==> src/rtl/vga_status_renderer.sv <==
// Colour stage behind the VGA timing generator: draws the conveyor status screen
// from per-frame shadowed status, with a 2-stage pixel pipeline and matched sync delay.
module vga_status_renderer #(
    parameter logic H_POL       = 1'b0,
    parameter logic V_POL       = 1'b0,
    parameter int   SCROLL_STEP = 2,
    parameter int   BAR_STEP    = 4,
    parameter int   BAR_MAX_COL = 600
) (
    input  logic        pixel_clk,
    input  logic        reset_n,
    input  logic        h_sync_in,
    input  logic        v_sync_in,
    input  logic        disp_ena,
    input  logic [31:0] column,
    input  logic [31:0] row,
    input  logic [7:0]  bottle_count,
    input  logic        bottle_present,
    input  logic        conveyor_run,
    input  logic        alarm,
    output logic [3:0]  red,
    output logic [3:0]  green,
    output logic [3:0]  blue,
    output logic        h_sync,
    output logic        v_sync
);

    logic        r_vsD;
    logic [7:0]  r_countSh;
    logic        r_presentSh;
    logic        r_runSh;
    logic        r_alarmSh;
    logic [7:0]  r_frameCnt;
    logic [4:0]  r_scroll;

    logic        r_s1Border, r_s1Bottle, r_s1Bar, r_s1Belt, r_s1Stripe;
    logic        r_s1De, r_s1Hs, r_s1Vs;

    logic        w_frameStart;
    logic [11:0] w_barEnd;
    logic [11:0] w_barLimit;
    logic [4:0]  w_stripeSum;
    logic        w_inBorder, w_inBottle, w_inBar, w_inBelt, w_stripe;
    logic        w_blinkOn;
    logic [11:0] w_rgb;

    assign w_frameStart = (v_sync_in == V_POL) && (r_vsD != V_POL);

    always_ff @(posedge pixel_clk or negedge reset_n) begin
        if (!reset_n) begin
            r_vsD <= ~V_POL;
        end else begin
            r_vsD <= v_sync_in;
        end
    end

    // Status is frozen once per frame; scroll advances on the previous frame's run flag.
    always_ff @(posedge pixel_clk or negedge reset_n) begin
        if (!reset_n) begin
            r_countSh   <= 8'd0;
            r_presentSh <= 1'b0;
            r_runSh     <= 1'b0;
            r_alarmSh   <= 1'b0;
            r_frameCnt  <= 8'd0;
            r_scroll    <= 5'd0;
        end else if (w_frameStart) begin
            r_countSh   <= bottle_count;
            r_presentSh <= bottle_present;
            r_runSh     <= conveyor_run;
            r_alarmSh   <= alarm;
            r_frameCnt  <= r_frameCnt + 8'd1;
            if (r_runSh) begin
                r_scroll <= r_scroll + 5'(SCROLL_STEP);
            end
        end
    end

    assign w_barEnd    = 12'd40 + 12'(BAR_STEP) * {4'd0, r_countSh};
    assign w_barLimit  = (w_barEnd > 12'(BAR_MAX_COL)) ? 12'(BAR_MAX_COL) : w_barEnd;
    assign w_stripeSum = column[4:0] + r_scroll;
    assign w_stripe    = (w_stripeSum < 5'd16);

    assign w_inBorder = (column < 32'd8) || (column > 32'd631) || (row < 32'd8) || (row > 32'd471);
    assign w_inBottle = (column >= 32'd300) && (column <= 32'd339) && (row >= 32'd220) && (row <= 32'd299);
    assign w_inBar    = (row >= 32'd40) && (row <= 32'd59) && (column >= 32'd40) && (column < {20'd0, w_barLimit});
    assign w_inBelt   = (row >= 32'd300) && (row <= 32'd339);

    always_ff @(posedge pixel_clk or negedge reset_n) begin
        if (!reset_n) begin
            r_s1Border <= 1'b0;
            r_s1Bottle <= 1'b0;
            r_s1Bar    <= 1'b0;
            r_s1Belt   <= 1'b0;
            r_s1Stripe <= 1'b0;
            r_s1De     <= 1'b0;
            r_s1Hs     <= ~H_POL;
            r_s1Vs     <= ~V_POL;
        end else begin
            r_s1Border <= w_inBorder;
            r_s1Bottle <= w_inBottle;
            r_s1Bar    <= w_inBar;
            r_s1Belt   <= w_inBelt;
            r_s1Stripe <= w_stripe;
            r_s1De     <= disp_ena;
            r_s1Hs     <= h_sync_in;
            r_s1Vs     <= v_sync_in;
        end
    end

    // A blanked border falls through to whatever lies beneath it.
    assign w_blinkOn = r_alarmSh && !r_frameCnt[4];

    always_comb begin
        w_rgb = 12'h000;
        if (!r_s1De) begin
            w_rgb = 12'h000;
        end else if (r_s1Border && w_blinkOn) begin
            w_rgb = 12'hF00;
        end else if (r_s1Bottle && r_presentSh) begin
            w_rgb = 12'h0C0;
        end else if (r_s1Bar) begin
            w_rgb = 12'h00F;
        end else if (r_s1Belt) begin
            w_rgb = r_s1Stripe ? 12'h888 : 12'h444;
        end else begin
            w_rgb = 12'h012;
        end
    end

    always_ff @(posedge pixel_clk or negedge reset_n) begin
        if (!reset_n) begin
            red    <= 4'd0;
            green  <= 4'd0;
            blue   <= 4'd0;
            h_sync <= ~H_POL;
            v_sync <= ~V_POL;
        end else begin
            red    <= w_rgb[11:8];
            green  <= w_rgb[7:4];
            blue   <= w_rgb[3:0];
            h_sync <= r_s1Hs;
            v_sync <= r_s1Vs;
        end
    end

endmodule

==> config.mk <==
export PLATFORM = sky130hd
export DESIGN_NAME = vga_status_renderer
export DESIGN_NICKNAME = d
export VERILOG_FILES = /design/src/rtl/vga_status_renderer.sv
export SDC_FILE = /design/constraint.sdc
export NUM_CORES = 1
export LEC_CHECK = 0
export BUFFER_PORTS_ARGS = -buffer_cell sky130_fd_sc_hd__buf_2
export CORE_MARGIN = 2
export CORE_UTILIZATION = 51
export DETAILED_ROUTE_END_ITERATION = 12
export GPL_TIMING_DRIVEN = 0
export PLACE_DENSITY = 0.83
export SLEW_MARGIN = 20
export SYNTH_ARGS = -nofsm -noshare
export SYNTH_HDL_FRONTEND = slang
export SYNTH_SLANG_ARGS = --single-unit
==> constraint.sdc <==
create_clock -name pixel_clk -period 9.75 [get_ports pixel_clk]
set_clock_uncertainty 0.1 [all_clocks]
set_input_delay 1.95 -clock pixel_clk [delete_from_list [all_inputs] [get_ports pixel_clk]]
set_output_delay 1.95 -clock pixel_clk [all_outputs]
set_load 0.01 [all_outputs]
# ---- Yosys cells after proc, flatten, opt, wreduce, memory -nomap -nowiden
# Index checks and enable logic that the tools add are counted.
dict set report totals {
  regBits 46
  input_bits 80
  output_inout_bits 14
  wordCells 63
}
dict set report classes {
  add_sub_neg 4
  order_cmp 16
  mux 7
  n_bitwise 1
  n_reduce_logical 16
}
# op n
set op_table {}
lappend op_table {{$le 32x9->1 const B} 3}
lappend op_table {{$mux 12} 6}
lappend op_table {{$ge 32x6->1 const B} 2}
lappend op_table {{$ge 32x9->1 const B} 2}
lappend op_table {{$lt 32x4->1 const B} 2}
lappend op_table {{$ge 32x8->1 const B} 1}
lappend op_table {{$gt 32x10->1 const B} 1}
lappend op_table {{$gt 32x9->1 const B} 1}
lappend op_table {{$le 32x6->1 const B} 1}
lappend op_table {{$lt 32x11->1} 1}
lappend op_table {{$add 6x10->11 const A} 1}
lappend op_table {{$gt 11x10->1 const B} 1}
lappend op_table {{$logic_and 1x1->1} 11}
lappend op_table {{$mux 11} 1}
lappend op_table {{$add 8x1->8 const B} 1}
lappend op_table {{$add 5x2->5 const B} 1}
lappend op_table {{$add 5x5->5} 1}
lappend op_table {{$lt 5x5->1 const B} 1}
lappend op_table {{$logic_or 1x1->1} 3}
lappend op_table {{$reduce_and 2->1} 1}
lappend op_table {{$logic_not 1->1} 1}
lappend op_table {{$not 1->1} 1}

# ---- Logic depth before layout (Yosys ltp)
dict set report logic_depth {
  depth_word 6
  depth_mapped 13
  ltp_nobuf 13
}

# ---- Worst setup path after synthesis
# OpenSTA, ideal clock, no wires.
dict set report synth_path {
  path_type {input-to-reg}
  start {input port column[10]}
  end {register r_s1Bar}
  setup_ns 0.111
  arrival_time_ns 3.714
  t_required_ns 9.539
  slack_ns 5.825
  cell_stages 6
  path_buffers 0
  cell_sequence {ha_1 > or4b_1 > or4b_1 > a2111oi_2 > nand2_1 > a2111oi_2}
}
dict set report synth_via {
  elab_chain_cells 3
  elab_cells_between_ends 4
  cone_classes {order compare: 2; reduce/logical: 2}
}
# element line
set synth_lines {}
lappend synth_lines {{start: declaration} 15} ;# input logic [31:0] column,
lappend synth_lines {{$ge 32x6->1} 85} ;# assign w_inBar = (row >= 32'd40) && (row <= 32'd59) && (column >= 32'd40) && (column < {20'd0, w_barLimit});
lappend synth_lines {{$logic_and 1x1->1} 85}
lappend synth_lines {{$logic_and 1x1->1 (*)} 85}
lappend synth_lines {{named net w_inBar} 43} ;# logic w_inBorder, w_inBottle, w_inBar, w_inBelt, w_stripe;
lappend synth_lines {{end signal: assignment} 101} ;# r_s1Bar <= w_inBar;
lappend synth_lines {{end: declaration} 36} ;# logic r_s1Border, r_s1Bottle, r_s1Bar, r_s1Belt, r_s1Stripe;
# The timed path passes the listed nets; every way through them passes the cells marked *.
# A chain may end at the register's enable or synchronous reset.

# ---- Worst setup path after layout
# Ends and elaborated chain as after synthesis.

==> flow_metrics.py <==
metrics = {
    "status": {
        "status": "completed",
    },
    "placed_design": {
        "io_buffers": 89,
        "pre_cts_slack_ns": 5.56,
        "placedCellCount": 353,
        "gp_congestion": 0.819,
        "dp_hpwl_mm": 3.84,
    },
    "power": {
        "p_leak_nw": 1.36,
        "power_density_nw_per_um2": 167,
        "vdd_drop_max_v": 0.000117,
    },
    "grt": {
        "top_usage_layer": "met2",
        "gr-usage-met2_pct": 33.8,
        "grt.overflow.total": 0,
        "grt_max_degree": 41,
        "track_usage_pct": 19.8,
        "grt_pass1_vias": 1866,
        "antenna_found_initial": 0,
        "grt.met1_usage_pct": 25.0,
        "met3_usage_pct": 4.36,
        "grt_first_pass_wirelength_mm": 7.87,
    },
    "layout": {
        "nets": 404,
        "antenna_cells": 0,
        "fin_cells": 361,
        "fillers": 335,
        "mostFrequentLayoutCell": "buf_2",
        "area_delta_synth_final_pct": 27.3,
        "seqCellArea_um2": 1010,
        "multiInputGateArea_um2": 1150,
        "final_cell_mix": "buf_2 (89), dfrtp_1 (36), nand2_1 (17), nor2_1 (15), ha_1 (14)",
        "layout-drive-gt1-share_pct": 38.3,
    },
    "timing": {
        "whs_ns": 0.257,
        "min_period_ns": 3.91,
        "worstMarginPinSlew_ns": 0.865,
        "maxSlewHeadroom_pct": 42.4,
        "setup_viol": 0,
        "fmax_mhz": 255,
        "slew_violations": 0,
        "hold_violations": 0,
        "fin_ws_ns": 5.84,
        "setup_tns_ns": 0,
        "min_period_over_period_pct": 40.2,
        "rsz0062_at_grt": "false",
    },
    "drt": {
        "wl_per_cell_um": 13.0,
        "vias": 1908,
        "routed_via_density": 5.29,
        "drt-pass1-iter-count": 4,
        "drt_wl_total_mm": 4.70,
        "ant_nets": 0,
        "drt_iter0_markers": 98,
        "drc": 0,
    },
    "worst_hold_path": {
        "hold_depth": 0,
        "hold_path_class": "reg -> reg",
    },
    "logic_synthesis": {
        "synth-seq-cells": 40,
        "synth.avg_cell_area_um2": 10.3,
        "ys.warnings.count": 0,
        "synth_ff_type": "dfrtp_1",
        "synth-compound-area-share_pct": 12.7,
        "ys_async_sr_fraction_pct": 100,
        "synthCells": 214,
        "synth_top_family_by_area": "simple AND/OR/NAND/NOR gates",
        "synth.yosys.seq_area_share_pct": 45.6,
        "synthAdderAreaFrac_pct": 7.94,
        "synth-xor-area-share_pct": 4.76,
        "ys_types": 47,
        "muxShareOfSynthArea_pct": 5.62,
        "synth-simple-area-share_pct": 21.0,
        "syn-num-nets": 308,
        "synth_edf_count": 0,
        "synth_area_um2": 2210,
    },
    "clock_network": {
        "clock_latency_ns": 0.29,
        "cts_buffers": 5,
        "cts_tree": "yes",
        "clock-root-buffer": "clkbuf_8",
        "cts.sinks": 40,
        "postCtsHoldBufs": 0,
        "clkTransAtPathRegs_ns": 0.07,
        "postCtsResizedCells": 0,
        "cts_buffer_depth": 2,
        "cts_setup_buffers": 0,
        "htreeDepth": 2,
    },
    "setup_path": {
        "worstSetupPathType": "in -> reg",
        "cp_max_fo": 2,
        "arrival_ns": 3.99,
        "worst-r2r-cell-count": 13,
        "setup.worst_path.end_class": "flip-flop",
        "setup.worst_path.start_class": "input pin",
        "crit_required_ns": 9.82,
    },
    "job": {
        "maxCapViolations": 0,
    },
    "floorplan": {
        "fp.coreArea_um2": 4090,
        "die_h_um": 69.8,
        "die_area_um2": 4870,
        "start_util_pct": 54.0,
        "ios": 94,
        "die_x_um": 69.8,
        "placementRows": 23,
    },
}
-- worst max-delay path: stages --
cell and delay (ns):
buf_2 0.12, ha_1 0.19, or4b_1 0.48, or4b_1 0.50, a2111oi_2 0.29, nand2_1 0.11, a2111oi_2 0.36
-- final cells by class --
type	count	share of cell area, %
multi-input combinational	164	41.1
sequential	40	35.8
timing repair buffer	89	15.9
clock buffer	7	3.07
tap	50	2.23
buffer	5	0.936
inverter	5	0.668
clock inverter	1	0.267
-- where the power goes --
group          switching [mW]  internal (mW)  leakage, nW
clock network          0.0542         0.0574       0.0445
registers              0.0283          0.199        0.490
logic                  0.0596         0.0697        0.821
-- per-stage QoR --
| step | power [mW] | utilization, % | instance area [µm²] |
|---|---|---|---|
| floorplan | 0.313 | - | 2210 |
| global placement | 0.354 | 66.4 | 2710 |
| detailed placement | 0.360 | 66.4 | 2710 |
| CTS | 0.475 | 68.7 | 2810 |
| global route | 0.504 | 68.7 | 2810 |
| finish | 0.468 | 68.7 | 2810 |
-- Yosys cell counts (3+ instances only) --
| cell | number | area (µm²) |
|---|---|---|
| xor2_1 | 4 | 35.0 |
| a221oi_1 | 3 | 26.3 |
| nand3_1 | 6 | 30.0 |
| nand2_1 | 17 | 63.8 |
| nor4_1 | 12 | 75.1 |
| nor2b_1 | 4 | 25.0 |
| ha_1 | 14 | 175 |
| nor2_1 | 15 | 56.3 |
| mux2_2 | 11 | 124 |
| dfstp_2 | 4 | 105 |
| inv_1 | 5 | 18.8 |
| a21oi_1 | 8 | 40.0 |
| nand4_1 | 7 | 43.8 |
| nor3_1 | 3 | 15.0 |
| o21ai_0 | 10 | 50.1 |
| dfrtp_1 | 36 | 901 |
| a21o_1 | 5 | 37.5 |
| xnor2_1 | 8 | 70.1 |
| nand3b_1 | 3 | 22.5 |
| and2_1 | 4 | 25.0 |
-- registers in the layout, indices dropped and copies added (netlist names) --
register	cells
r_s1Vs	1
h_sync	1
r_scroll	4
red	3
r_countSh	8
r_s1Bar	1
r_runSh	1
r_s1De	1
r_alarmSh	1
v_sync	1
r_s1Hs	1
r_presentSh	1
green	3
r_frameCnt	5
r_s1Belt	1
r_s1Stripe	1
r_s1Bottle	1
r_s1Border	1
blue	4
-- kinds of logic (layout without fill, tap and decap cells) --
| kind of cell | Yosys count | after routing |
|---|---|---|
| flip-flops | 40 | 40 |
| multiplexers | 11 | 11 |
| other | 2 | 2 |
| AND/OR/NAND/NOR | 85 | 85 |
| buffers and inverters | 10 | 107 |
| AO/OA/AOI/OAI | 40 | 40 |
| adder cells (fa/ha/maj) | 14 | 14 |
| XOR/XNOR | 12 | 12 |
-- routing by layer --
| metal | up-vias | part of all wire, % |
|---|---|---|
| met3 | 5 | 4.5 |
| met5 | - | 0 |
| met2 | 39 | 50 |
| met4 | 0 | 0.72 |
| li1 | 985 | - |
| met1 | 879 | 44 |
-- path summary, 6_finish.rpt --
check                             startpoint            end  slack [ns]
worst min-delay path                  r_s1Hs         h_sync        0.26
worst max-delay path              column[10]        r_s1Bar        5.84
worst min register to register        r_s1Hs         h_sync        0.26
max in group asynchronous            reset_n  r_frameCnt[1]        7.34
min in group asynchronous            reset_n     r_s1Border        1.67
worst max register to register  r_countSh[1]        r_s1Bar        6.09
Note: power is estimated with default switching activity, not from simulation.
